### src/rtl/spy_playback_sequencer_pkg.sv
// Shared definitions for the spy playback sequencer: playback mode encodings
// and the sequencer state enumeration.
package spy_pkg;

  localparam logic [1:0] NO_PLAYBACK    = 2'd0;
  localparam logic [1:0] PLAYBACK_ONCE  = 2'd1;
  localparam logic [1:0] PLAYBACK_LOOP  = 2'd2;
  localparam logic [1:0] PLAYBACK_WRITE = 2'd3;

  typedef enum logic [2:0] {
    ST_IDLE  = 3'd0,
    ST_RUN   = 3'd1,
    ST_HOLD  = 3'd2,
    ST_DRAIN = 3'd3,
    ST_DONE  = 3'd4,
    ST_WRITE = 3'd5
  } state_e;

endpackage

### src/rtl/spy_playback_sequencer_valid_pipe.sv
// Valid-bit shift register that tracks spy reads in flight. The last stage
// lines up with the cycle the memory presents the read data.
module spy_valid_pipe #(
  parameter int LATENCY = 1
) (
  input  logic clock_i,
  input  logic reset_i,
  input  logic flush_i,
  input  logic valid_i,
  output logic valid_o,
  output logic empty_o
);

  logic [LATENCY-1:0] pipe_q;
  logic [LATENCY:0]   chain_s;

  assign chain_s = {pipe_q, valid_i};
  assign valid_o = chain_s[LATENCY];
  assign empty_o = ~|pipe_q;

  // Advance every stage by one; reset or flush discards all reads in flight.
  always_ff @(posedge clock_i) begin
    if (reset_i || flush_i) begin
      pipe_q <= {LATENCY{1'b0}};
    end else begin
      pipe_q <= chain_s[LATENCY-1:0];
    end
  end

endmodule

### src/rtl/spy_playback_sequencer.sv
// Spy playback sequencer: replays an address window of spy memory into the
// flow-control FIFO once, a counted number of passes, or forever, and passes
// external RAM writes through in WRITE mode.
module spy_playback_sequencer
  import spy_pkg::*;
#(
  parameter int DATAWIDTH    = 64,
  parameter int MEMWIDTH     = 6,
  parameter int READ_LATENCY = 1,
  parameter int LOOPW        = 8
) (
  input  logic                 clock,
  input  logic                 reset,
  input  logic [1:0]           playback,
  input  logic [MEMWIDTH-1:0]  start_addr,
  input  logic [MEMWIDTH-1:0]  stop_addr,
  input  logic [LOOPW-1:0]     loop_count,
  input  logic                 full,
  input  logic [DATAWIDTH:0]   spy_read_data,
  input  logic                 ram_write_enable_ext,
  input  logic [DATAWIDTH:0]   ram_write_data_ext,
  output logic                 spy_read_enable,
  output logic [MEMWIDTH-1:0]  spy_read_addr,
  output logic                 playback_enable,
  output logic [DATAWIDTH:0]   playback_data,
  output logic                 ram_write_enable,
  output logic [DATAWIDTH:0]   ram_write_data,
  output logic                 busy,
  output logic                 done,
  output logic [LOOPW-1:0]     passes_done
);

  state_e              state_q, state_d;
  logic [1:0]          mode_q, mode_d;
  logic [MEMWIDTH-1:0] addr_q, addr_d;
  logic [MEMWIDTH-1:0] start_q, start_d;
  logic [MEMWIDTH-1:0] stop_q, stop_d;
  logic [LOOPW-1:0]    loops_q, loops_d;
  logic [LOOPW-1:0]    passes_q, passes_d;
  logic                done_q, done_d;
  logic                busy_q, busy_d;
  logic                ram_we_q, ram_we_d;
  logic [DATAWIDTH:0]  ram_wd_q, ram_wd_d;

  logic                abort_s;
  logic                rd_en_s;
  logic                last_pass_s;
  logic [LOOPW-1:0]    passes_inc_s;
  logic                pipe_valid_s;
  logic                pipe_empty_s;

  // Any mode change outside IDLE abandons the current activity; the abort
  // also suppresses a read that would otherwise issue in the same cycle.
  assign abort_s = (state_q != ST_IDLE) && (playback != mode_q);
  assign rd_en_s = (state_q == ST_RUN) && !full && !abort_s && !reset;

  assign passes_inc_s = (passes_q == {LOOPW{1'b1}}) ? passes_q
                                                     : passes_q + LOOPW'(1'b1);
  // loop_count of zero never matches, so infinite loops never finish.
  assign last_pass_s  = (mode_q == PLAYBACK_ONCE) ||
                        ((loops_q != {LOOPW{1'b0}}) && (passes_inc_s == loops_q));

  assign busy_d   = (state_d == ST_RUN) || (state_d == ST_HOLD) || (state_d == ST_DRAIN);
  assign ram_we_d = (playback == PLAYBACK_WRITE) ? ram_write_enable_ext : 1'b0;
  assign ram_wd_d = (playback == PLAYBACK_WRITE) ? ram_write_data_ext
                                                 : {(DATAWIDTH+1){1'b0}};

  spy_valid_pipe #(
    .LATENCY (READ_LATENCY)
  ) u_valid_pipe (
    .clock_i (clock),
    .reset_i (reset),
    .flush_i (abort_s),
    .valid_i (rd_en_s),
    .valid_o (pipe_valid_s),
    .empty_o (pipe_empty_s)
  );

  // Next-state logic: launch/abort dispatch, window walk, hold on full, drain.
  always_comb begin
    state_d  = state_q;
    mode_d   = mode_q;
    addr_d   = addr_q;
    start_d  = start_q;
    stop_d   = stop_q;
    loops_d  = loops_q;
    passes_d = passes_q;
    done_d   = done_q;
    if (abort_s || (state_q == ST_IDLE)) begin
      mode_d   = playback;
      passes_d = {LOOPW{1'b0}};
      done_d   = 1'b0;
      case (playback)
        PLAYBACK_ONCE, PLAYBACK_LOOP: begin
          state_d = ST_RUN;
          start_d = start_addr;
          stop_d  = stop_addr;
          loops_d = loop_count;
          addr_d  = start_addr;
        end
        PLAYBACK_WRITE: begin
          state_d = ST_WRITE;
        end
        default: begin
          state_d = ST_IDLE;
        end
      endcase
    end else begin
      case (state_q)
        ST_RUN: begin
          if (full) begin
            state_d = ST_HOLD;
          end else if (addr_q == stop_q) begin
            passes_d = passes_inc_s;
            if (last_pass_s) begin
              state_d = ST_DRAIN;
            end else begin
              addr_d = start_q;
            end
          end else begin
            addr_d = addr_q + MEMWIDTH'(1'b1);
          end
        end
        ST_HOLD: begin
          if (!full) begin
            state_d = ST_RUN;
          end else begin
            state_d = ST_HOLD;
          end
        end
        ST_DRAIN: begin
          if (pipe_empty_s) begin
            state_d = ST_DONE;
            done_d  = 1'b1;
          end else begin
            state_d = ST_DRAIN;
          end
        end
        ST_DONE: begin
          state_d = ST_DONE;
        end
        ST_WRITE: begin
          state_d = ST_WRITE;
        end
        default: begin
          state_d = ST_IDLE;
        end
      endcase
    end
  end

  // State and output registers with synchronous reset.
  always_ff @(posedge clock) begin
    if (reset) begin
      state_q  <= ST_IDLE;
      mode_q   <= NO_PLAYBACK;
      addr_q   <= start_addr;
      start_q  <= {MEMWIDTH{1'b0}};
      stop_q   <= {MEMWIDTH{1'b0}};
      loops_q  <= {LOOPW{1'b0}};
      passes_q <= {LOOPW{1'b0}};
      done_q   <= 1'b0;
      busy_q   <= 1'b0;
      ram_we_q <= 1'b0;
      ram_wd_q <= {(DATAWIDTH+1){1'b0}};
    end else begin
      state_q  <= state_d;
      mode_q   <= mode_d;
      addr_q   <= addr_d;
      start_q  <= start_d;
      stop_q   <= stop_d;
      loops_q  <= loops_d;
      passes_q <= passes_d;
      done_q   <= done_d;
      busy_q   <= busy_d;
      ram_we_q <= ram_we_d;
      ram_wd_q <= ram_wd_d;
    end
  end

  assign spy_read_enable  = rd_en_s;
  assign spy_read_addr    = addr_q;
  assign playback_enable  = pipe_valid_s;
  assign playback_data    = pipe_valid_s ? spy_read_data : {(DATAWIDTH+1){1'b0}};
  assign ram_write_enable = ram_we_q;
  assign ram_write_data   = ram_wd_q;
  assign busy             = busy_q;
  assign done             = done_q;
  assign passes_done      = passes_q;

endmodule

### config.mk
export PLATFORM = sky130hd
export DESIGN_NAME = spy_playback_sequencer
export DESIGN_NICKNAME = d
export VERILOG_FILES = /design/src/rtl/spy_playback_sequencer_pkg.sv /design/src/rtl/spy_playback_sequencer_valid_pipe.sv /design/src/rtl/spy_playback_sequencer.sv
export SDC_FILE = /design/constraint.sdc
export NUM_CORES = 1
export LEC_CHECK = 0
export CAP_MARGIN = 20
export CORE_AREA = 2 2 120 122
export DETAILED_ROUTE_END_ITERATION = 10
export DIE_AREA = 0 0 122 124
export HOLD_SLACK_MARGIN = 0.05
export PLACE_DENSITY = 0.83
export SLEW_MARGIN = 20
export SYNTH_ARGS = -nofsm -noshare
export SYNTH_HDL_FRONTEND = slang
export SYNTH_SLANG_ARGS = --single-unit
export TNS_END_PERCENT = 30
### constraint.sdc
create_clock -name clock -period 2.9 [get_ports clock]
set_clock_uncertainty 0.1 [all_clocks]
set_input_delay 0.58 -clock clock [delete_from_list [all_inputs] [get_ports clock]]
set_output_delay 0.58 -clock clock [all_outputs]
set_load 0.005 [all_outputs]
# Yosys cells after proc, flatten, opt, wreduce, memory -nomap -nowiden
# Cells that the tools add are included.
# op_classes
add_sub_neg	2
eq_ne	19
n_mux	17
bitwise	3
n_reduce_logical	24
# ops
op	count
$mux 65	1
$mux 6	7
$mux 3	5
$pmux 3 s5	1
$eq 3x2->1 const B	4
$add 8x1->8 const B	1
$eq 8x8->1	1
$eq 8x8->1 const B	1
$mux 8	1
$reduce_bool 8->1	1
$add 6x1->6 const B	1
$eq 3x1->1 const B	2
$eq 3x3->1 const B	2
$eq 6x6->1	1
$ne 3x2->1 const B	2
$pmux 3 s2	1
$reduce_bool 3->1	2
$reduce_or 2->1	3
$logic_and 1x1->1	5
$logic_or 1x1->1	5
$eq 2x1->1 const B	2
$eq 2x2->1 const B	2
$ne 4x4->1 const B	1
$reduce_and 2->1	2
7 further kinds	11
# totals
regBits	108
input_bits	156
output_inout_bits	149

# Longest topological paths before layout
# Gate-level depths: netlist (run 1).
# depth
depth_word	13
ltp_mapped	8
mapped_depth_nobuf	8

# Modules after synthesis
# From an unflattened synthesis (run 1), not the netlist that was laid out.
# hier_totals
cells_unflattened	506
hier_area_um2	4571.9
# modules_own_cells
module	n_inst	cells_per_inst	area_each_um2	seq_area_each_um2
spy_playback_sequencer	1	503	4535.6	2202.1
spy_valid_pipe	1	3	36.3	20.0

# Worst setup path after synthesis (run 1)
# Ideal clock, no wire load.
# synth_timing
kind	register to register
start	register passes_q[0], in the netlist passes_done[0]
end	register addr_q[0], in the netlist spy_read_addr[0], enable pin
setup_ns	0.363
arrival_time_ns	2.027
required_ns	2.437
slack_ns	0.410
stages_incl_launch_ff	9
period_less_slack_ns	2.490
path_cell_list	dfxtp_1 ha_1 buf_2 nand3_2 or4_1 nand3_1 a2111o_1 o31ai_1 a21oi_1
# synth_between
elab_chain_len	7
word_cells_on_any_way	8
cone_classes	1 x add/sub; 3 x eq/ne; 1 x mux; 3 x reduce/logical
# synth_lines
item	line_no	rtl
start: declaration	spy_playback_sequencer.sv:39	logic [LOOPW-1:0] passes_q, passes_d;
start signal: assignment	spy_playback_sequencer.sv:161	passes_q <= {LOOPW{1'b0}};
start signal: assignment	spy_playback_sequencer.sv:173	passes_q <= passes_d;
$add 8x1->8 / $eq 8x8->1 (equally long branches)	spy_playback_sequencer.sv:58, spy_playback_sequencer.sv:57	
$mux 8 (*)	spy_playback_sequencer.sv:57	assign passes_inc_s = (passes_q == {LOOPW{1'b1}}) ? passes_q
$eq 8x8->1 (*)	spy_playback_sequencer.sv:61	((loops_q != {LOOPW{1'b0}}) && (passes_inc_s == loops_q));
$logic_and 1x1->1 (*)	spy_playback_sequencer.sv:61	
$logic_or 1x1->1 (*)	spy_playback_sequencer.sv:60	assign last_pass_s = (mode_q == PLAYBACK_ONCE) ||
$ne 4x4->1 (no line) (*)	--	
$reduce_and 4->1 (no line) (*)	--	
end signal: assignment	spy_playback_sequencer.sv:157	addr_q <= start_addr;
end signal: assignment	spy_playback_sequencer.sv:169	addr_q <= addr_d;
end: declaration	spy_playback_sequencer.sv:35	logic [MEMWIDTH-1:0] addr_q, addr_d;
# Mark *: on every way between the ends. The rest lies on a longest branch, timed or not.
# A chain may end at the register's enable or synchronous reset.

# Worst setup path in the final report (run 1)
# layout_timing
start	input port playback[0]
end	output port spy_read_enable
# layout_between
elab_chain_len	5
# layout_lines
item	line_no	rtl
start: declaration	spy_playback_sequencer.sv:14	input logic [1:0] playback,
$ne 2x2->1	spy_playback_sequencer.sv:54	assign abort_s = (state_q != ST_IDLE) && (playback != mode_q);
$logic_and 1x1->1	spy_playback_sequencer.sv:54	
$logic_not 1->1	spy_playback_sequencer.sv:55	assign rd_en_s = (state_q == ST_RUN) && !full && !abort_s && !reset;
$logic_and 1x1->1 (2 in a row)	spy_playback_sequencer.sv:55	
end: declaration	spy_playback_sequencer.sv:22	output logic spy_read_enable,
# No other way between the ends.

==> results of run 1 <==
[flip-flops by register name, indices dropped and copies added, names as in the netlist]
register and flops:
busy 1, done 1, loops_q 8, mode_q 2
passes_done 8, ram_write_data 65, ram_write_enable 1, spy_read_addr 6
start_q 6, state_q 3, stop_q 6, u_valid_pipe.valid_o 1
[cell usage in the layout, fill, tap and decap left out, drive strengths merged, types with 12 or more instances in the layout]
cell type      instances
o21ai                 13
diode                 12
nor2                  20
dfxtp                102
and2                 131
xor2                  12
clkdlybuf4s50        304
buf                   22
nand2                 58
a21oi                 33
[metrics by stage]
| stage | utilization (%) | total power (uW) |
|---|---|---|
| floorplan | - | 1830 |
| global placement | 57.6 | 2180 |
| detailed placement | 57.6 | 2190 |
| CTS | 59.9 | 3460 |
| global route | 60.2 | 3590 |
| finish | 60.2 | 3430 |
[layout make-up]
cell class | count | area, sq um
diodes | 12 | 30.0
clock buffers | 10 | 250
clock inverters | 6 | 71.3
fillers | 1198 | 5470
inverters | 8 | 30.0
multi-input cells | 364 | 2200
flip-flops and latches | 108 | 2220
well taps | 180 | 225
repair buffers | 326 | 3220
[metal layers]
metal / vias up / GRT usage [%] / routed length [um]
met1: 2176 / 17.6 / 4960
li1: 2317 / - / -
met2: 266 / 41.0 / 9130
met3: 28 / 8.93 / 1900
met5: - / 0 / 0
met4: 0 / 14.1 / 535
[final timing paths]
path | end | slack [ns] | depth (start not counted)
setup / recovery | spy_read_enable | 0.09 | 6
hold / removal | start_q[0] | 0.36 | 2
setup reg to reg | spy_read_addr[3] | 0.21 | 8
hold reg to reg | start_q[0] | 0.36 | 2
[power by group through the flow]
| stage | Clock, uW | Sequential, uW | Combinational [uW] |
|---|---|---|---|
| 2_1_floorplan | 0 | 1640 | 190 |
| 3_3_place_gp | 0 | 1640 | 540 |
| 3_5_place_dp | 0 | 1650 | 548 |
| 4_1_cts | 1300 | 1610 | 552 |
| 5_1_grt | 1370 | 1620 | 602 |
| 6_report | 1270 | 1610 | 548 |
[critical path, delay by kind of cell]
| kind | cells | cell delay, ns |
|---|---|---|
| and+or+nand+nor | 3 | 0.40 |
| buffers and inverters | 2 | 0.97 |
| xor gates and xnor gates | 1 | 0.18 |
[cell families (layout without fill, tap and decap cells)]
group / after synthesis / after routing / share of synthesized area, %
flip-flops: 108 / 108 / 48.5
adder cells (fa/ha/maj): 5 / 5 / 1.37
multiplexers: 5 / 5 / 1.09
buffers and inverters: 40 / 350 / 3.61
other: 0 / 12 / 0
AO/OA/AOI/OAI: 74 / 74 / 10.0
AND/OR/NAND/NOR: 260 / 260 / 31.6
XOR/XNOR: 20 / 20 / 3.83
==> out/results.tsv, run 1 <==
stage	metric	value	unit
placed_design	dp_hpwl	13600	um
synth	synth_edf_count	6	
detailed_routing	wl_per_cell	16.3	um
timing	max-slew-margin-rel	69.7	%
floorplanning	fp.dieW	122	um
setup_path	max_stage_delay	0.52	ns
synth	synthDistinctLibCells	51	
floorplanning	num_rows	43	
outcome	outcome	finished clean	
pwr	leakage	0.00315	uW
pwr	ir_drop	274	uV
hold_path	worst_hold_path_type	reg2reg	
synth	yosysTopAreaCellShare	44.6	%
grt	grt_max_degree	70	
cts	cts_resized	0	
cells_and_area	area_growth	80.3	%
floorplanning	io_pins	305	
detailed_routing	routed_wl	16500	um
cells_and_area	fin_nets	978	
cts	clk_pin_slew_worst_paths	0.08	ns
synth	syn_avg_cell_area	8.94	sq um
hold_path	min_from	start_q[0]	
cts	cts_buffer_depth	2	
timing	fmax	356	MHz
pwr	pwr-share-clk	37.0	%
synth	synth_area_leader_cell	dfxtp_1	
timing	maxSlewViolCount	0	
timing	rsz0062_at_grt	no	
run	maxCapViolations	0	
setup_path	crit_type	in2out	
placed_design	place.gp.congestion	0.907	
floorplanning	die_h	124	um
timing	hold_viol	0	
detailed_routing	drc_errors	0	
setup_path	cpMaxStageDelayCell	clkdlybuf4s50_1	
setup_path	worstReg2RegStart	passes_done[0]	
synth	synth_cells	512	
synth	synth-seq-area-share	48.5	%
pwr	seq_power_share	47.0	%
timing	finalCriticalPeriod	2.81	ns
placed_design	io_buffers	304	
detailed_routing	routed_via_density	4.72	
setup_path	cp_max_fo	4	
timing	setup-violations-final	0	
setup_path	cp-startpoint	playback[0]	
cts	clock-sinks	108	
pwr	p_per_area	415	nW/um^2
setup_path	required	2.22	ns
grt	grt.total_usage	21.3	%
timing	worstMarginPinSlew	0.455	ns
pwr	p_comb_share	16.0	%
synth	synth_area_leaders	dfxtp_1, and2_1, nand2_1, edfxtp_1, a21oi_1	
pwr	p_sw	844	uW
cells_and_area	final_cell_area	8250	sq um
cts	clkLatencyLatePin	0.35	ns
cts	htree_num_levels	3	
cts	cts_inserted_buffers	9	
grt	grt_pass1_wl	23900	um
floorplanning	coreArea	13700	sq um
timing	setup_tns	0	ns
cells_and_area	drive_above_1_share	5.72	%
cts	cts_setup_buffers	0	
grt	grt_pass1_vias	4600	
timing	timing.final.crit_share	97.0	%
setup_path	crit_chain	clkdlybuf4s50_1 -> xor2_1 -> nor2_2 -> nand2_1 -> nor3_1 -> clkdlybuf4s50_1	
cells_and_area	stdcell_count	1014	
synth	synth_commonest_cells	and2_1, dfxtp_1, nand2_1	
cts	cts_tree	done	
cts	holdBufCountCts	0	
synth	yosysWarnings	0	
synth	syn_nets	673	
cts	cts-root-buf	clkbuf_16	
grt	grt-ovfl-total	0	
synth	synth_ff_type	dfxtp_1	
placed_design	dp_slack	0.0369	ns
detailed_routing	dr.first_iter.drc_count	146	
timing	setup_slack	0.0884	ns
synth	ys_seq_elements	108	
pwr	p_int	2580	uW
setup_path	arrival	2.13	ns
synth	async_flop_share	0	%
synth	post-synth-top-count-cell	and2_1	
grt	antenna_found_initial	12	
placed_design	post_dp_cell_area	7900	sq um
detailed_routing	ant_nets	0	
pwr	swShare	24.6	%
floorplanning	initial_core_util	33.4	%
setup_path	crit_path_start_kind	input pin	
floorplanning	die-area	15100	sq um
synth	synth_area	4580	sq um
setup_path	crit_top_cell	clkdlybuf4s50_1	
detailed_routing	num_vias	4787	
placed_design	placedCellCount	986	
detailed_routing	drt_first_pass_iters	4	
timing	whs	0.361	ns
setup_path	critPathCaptureType	primary output	
(Power assumes the default switching activity.)
==> run 2: changes to the inputs <==
DONT_BUFFER_PORTS = 1   (was not set)
PLACE_DENSITY = 0.55   (was 0.83)
clock period = 3.6 ns   (was 2.9 ns; I/O delays follow)
==> out/results.tsv, run 2 (same netlist as run 1, synthesis figures left out) <==
stage	metric	value	unit
placed_design	dp_slack	0.724	ns
setup_path	max_stage_delay	0.67	ns
floorplanning	io_pins	305	
floorplanning	initial_core_util	33.4	%
timing	maxSlewViolCount	0	
run	maxCapViolations	0	
setup_path	cp_num_buf_inv	0	
grt	grt_pass1_wl	18300	um
pwr	p_per_area	490	nW/um^2
detailed_routing	routed_via_density	5.05	
cells_and_area	stdcell_count	679	
timing	setup_slack	0.652	ns
grt	grt.total_usage	16.3	%
setup_path	cpMaxStageDelayCell	or4_2	
cts	cts_buffer_depth	2	
placed_design	io_buffers	0	
detailed_routing	drc_errors	0	
setup_path	cpLargestDelayFamily	simple AND/OR/NAND/NOR gates	
grt	grt_max_degree	70	
timing	whs	0.335	ns
timing	max-slew-margin-rel	38.8	%
detailed_routing	ant_nets	0	
timing	timing.final.crit_share	81.9	%
timing	setup_tns	0	ns
pwr	ir_drop	198	uV
cts	cts_resized	0	
cells_and_area	drive_above_1_share	5.21	%
pwr	p_sw	622	uW
cells_and_area	multi_input_area	2190	sq um
grt	grt_pass1_vias	3269	
cells_and_area	regArea	2220	sq um
setup_path	required	3.48	ns
grt	grt-ovfl-total	0	
pwr	seq_power_share	53.7	%
cts	holdBufCountCts	0	
setup_path	r2r_slack	0.65	ns
floorplanning	coreArea	13700	sq um
cells_and_area	largest_register_ffs	65	
pwr	pwr-share-clk	38.9	%
pwr	leakage	0.00192	uW
floorplanning	die-area	15100	sq um
setup_path	crit_type	reg2reg	
cells_and_area	fin_nets	655	
floorplanning	fp.dieW	122	um
timing	worstMarginPinSlew	0.918	ns
pwr	p_comb_share	7.4	%
pwr	swShare	25.5	%
hold_path	worst_hold_path_type	in2reg	
cells_and_area	final_cell_mix	and2_1, dfxtp_1, nand2_1	
cts	cts_inserted_buffers	9	
placed_design	place.gp.congestion	0.836	
cts	htree_num_levels	3	
cts	cts_setup_buffers	0	
pwr	p_int	1820	uW
cts	cts_tree	done	
grt	antenna_found_initial	0	
outcome	outcome	finished clean	
timing	setup-violations-final	0	
timing	rsz0062_at_grt	no	
cells_and_area	final_common_cell	and2_1	
cells_and_area	area_growth	8.69	%
setup_path	cp_max_fo	12	
timing	fmax	339	MHz
placed_design	placedCellCount	663	
floorplanning	die_h	124	um
cells_and_area	n_antenna_cell	0	
setup_path	arrival	2.83	ns
floorplanning	num_rows	43	
cells_and_area	utilization	36.3	%
cts	cts-root-buf	clkbuf_16	
setup_path	crit_chain	nand4_1 -> or4_2 -> o311ai_0 -> a2111o_1 -> o31ai_1 -> a21oi_1	
placed_design	dp_hpwl	10500	um
cts	clkLatencyLatePin	0.35	ns
cts	clock-sinks	108	
setup_path	critPathCaptureType	register	
cts	clk_pin_slew_worst_paths	0.08	ns
detailed_routing	wl_per_cell	19.7	um
detailed_routing	dr.first_iter.drc_count	222	
cells_and_area	n_fill_cell	1405	
setup_path	crit_path_start_kind	register	
detailed_routing	num_vias	3427	
timing	finalCriticalPeriod	2.95	ns
detailed_routing	routed_wl	13400	um
timing	hold_viol	0	
detailed_routing	drt_first_pass_iters	4	
-- run 2: cell types whose count changed in the layout (fill, tap and decap cells not counted), sizes merged --
cell           change
clkdlybuf4s50    -304
buf               -19
diode             -12
clkbuf             -1
clkinv             +1
clkinvlp           -1
inv                +1
-- run 2: path summary, 6_finish.rpt --
check | depth (start not counted) | startpoint | end
worst max register to register | 6 | passes_done[2] | spy_read_addr[0]
worst max-delay path | 6 | passes_done[2] | spy_read_addr[0]
worst min register to register | 2 | start_q[5] | start_q[5]
worst min-delay path | 1 | reset | mode_q[1]
-- run 2: power by group through the flow --
stage | registers [uW] | logic [uW] | clock network [uW]
finish | 1310 | 181 | 948
global route | 1320 | 208 | 1030
CTS | 1310 | 183 | 980
global placement | 1340 | 178 | 0
detailed placement | 1340 | 183 | 0
floorplan | 1320 | 153 | 0
-- run 2: stage by stage --
step,cell area [sq um],total power (uW)
6_report,4980,2440
5_1_grt,4980,2550
4_1_cts,4980,2470
3_5_place_dp,4690,1520
3_3_place_gp,4690,1520
2_1_floorplan,4580,1470
-- run 2: layout make-up --
| class | instances | share of cell area [%] |
|---|---|---|
| clock buffer | 9 | 4.53 |
| multi-input combinational | 364 | 44.1 |
| sequential | 108 | 44.7 |
| inverter | 8 | 0.603 |
| timing repair buffer | 3 | 0.453 |
| clock inverter | 7 | 1.16 |
| tap | 180 | 4.53 |
-- run 2: layer usage --
| metal | routed length, um | global-route usage (%) | up-vias |
|---|---|---|---|
| met2 | 6940 | 29.7 | 225 |
| met3 | 1380 | 5.68 | 15 |
| met5 | 0 | 0 | - |
| met1 | 4820 | 17.2 | 1532 |
| met4 | 218 | 6.32 | 0 |
| li1 | - | - | 1655 |
-- run 2: worst reg2reg max path, stage by stage, from the launching register on --
cell,delay (ns)
dfxtp_1,0.58
nand4_1,0.32
or4_2,0.67
o311ai_0,0.12
a2111o_1,0.19
o31ai_1,0.08
a21oi_1,0.51
==> run 3: changes to the inputs <==
clock period = 2.75 ns   (was 3.6 ns; I/O delays follow)
==> out/results.tsv, run 3 (same netlist as run 1, synthesis figures left out) <==
stage	metric	value	unit
pwr	leakage	0.00201	uW
timing	maxSlewViolCount	0	
timing	timing.final.crit_share	90.7	%
cts	cts_resized	0	
setup_path	max_stage_delay	0.43	ns
detailed_routing	dr.first_iter.drc_count	215	
setup_path	r2r_slack	0.25	ns
detailed_routing	drt_first_pass_iters	5	
floorplanning	io_pins	305	
timing	rsz0062_at_grt	no	
cts	cts_inserted_buffers	9	
cts	cts_tree	done	
timing	whs	0.171	ns
cells_and_area	area_growth	12.2	%
grt	grt.total_usage	17.0	%
setup_path	crit_type	reg2reg	
floorplanning	die-area	15100	sq um
setup_path	crit_path_start_kind	register	
floorplanning	fp.dieW	122	um
cts	clock-sinks	108	
setup_path	cpMaxStageDelayCell	a2111o_1	
floorplanning	die_h	124	um
run	maxCapViolations	0	
cts	cts_buffer_depth	2	
cells_and_area	drive_above_1_share	8.53	%
cells_and_area	largest_register_ffs	65	
setup_path	required	2.73	ns
setup_path	cp_max_fo	6	
grt	antenna_found_initial	0	
detailed_routing	routed_via_density	5.09	
timing	hold_viol	0	
floorplanning	initial_core_util	33.4	%
setup_path	arrival	2.47	ns
cts	clk_pin_slew_worst_paths	0.08	ns
timing	setup_tns	0	ns
placed_design	io_buffers	0	
pwr	p_per_area	639	nW/um^2
detailed_routing	routed_wl	13600	um
grt	grt_max_degree	70	
placed_design	dp_hpwl	10900	um
pwr	finalPower	3280	uW
cells_and_area	utilization	37.4	%
cells_and_area	final_cell_mix	and2_1, dfxtp_1, nand2_1	
cts	cts-root-buf	clkbuf_16	
cells_and_area	final_common_cell	and2_1	
timing	fmax	401	MHz
cts	holdBufCountCts	0	
grt	grt_pass1_vias	3400	
detailed_routing	ant_nets	0	
detailed_routing	wl_per_cell	19.6	um
hold_path	worst_hold_path_type	in2reg	
cells_and_area	n_antenna_cell	0	
timing	setup-violations-final	0	
grt	grt-ovfl-total	0	
grt	grt_pass1_wl	19000	um
detailed_routing	drc_errors	0	
setup_path	critPathCaptureType	register	
cts	htree_num_levels	3	
placed_design	place.gp.congestion	0.893	
outcome	outcome	finished clean	
floorplanning	coreArea	13700	sq um
pwr	ir_drop	252	uV
timing	worstMarginPinSlew	0.504	ns
floorplanning	num_rows	43	
timing	max-slew-margin-rel	66.1	%
detailed_routing	num_vias	3540	
cts	clkLatencyLatePin	0.35	ns
timing	finalCriticalPeriod	2.50	ns
cts	cts_setup_buffers	0	
setup_path	crit_chain	ha_1 -> buf_4 -> xor2_1 -> a222oi_1 -> nand3_1 -> a2111o_1 -> o31ai_1 -> a21oi_2	
cells_and_area	fin_nets	672	
[run 3: routing by layer]
metal / track usage (%) / vias to the layer above / routed length [um]
li1: - / 1687 / -
met1: 18.5 / 1621 / 4840
met2: 30.1 / 223 / 7090
met3: 7.28 / 9 / 1520
met4: 5.10 / 0 / 159
met5: 0 / - / 0
[run 3: layout make-up]
type	instances	area, sq um
Sequential cell	108	2220
Timing Repair Buffer	20	150
Multi-Input combinational cell	364	2200
Clock inverter	5	46.3
Fill cell	1389	8580
Tap cell	180	225
Inverter	8	30.0
Clock buffer	11	264
[run 3: critical path, delay by kind of cell, from the launching register on]
kind	cells	cell delay [ns]
AO/OA/AOI/OAI	4	1.12
XOR/XNOR	1	0.13
adder cells (fa/ha/maj)	1	0.26
buffers and inverters	1	0.17
flip-flops	1	0.32
AND/OR/NAND/NOR	1	0.12
[run 3: metrics by stage]
stage	instances	area (sq um)	worst slack, ns
CTS	696	5130	0.122
floorplan	512	4580	0.260
global route	696	5130	0.0889
global placement	680	4820	0.182
finish	696	5130	0.255
detailed placement	680	4820	0.142
[run 3: report_power, final]
group	leakage (uW)	internal [uW]	total, uW	switching, uW
logic	0.000965	108	244	136
clock network	0.000154	713	1330	612
registers	0.000894	1650	1710	67.3
[run 3: worst paths after layout]
check / to / from / depth (start not counted)
worst min-delay path: loops_q[4] / reset / 1
worst max-delay path: spy_read_addr[0] / passes_done[0] / 8
worst min register to register: start_q[0] / start_q[0] / 2
worst max register to register: spy_read_addr[0] / passes_done[0] / 8
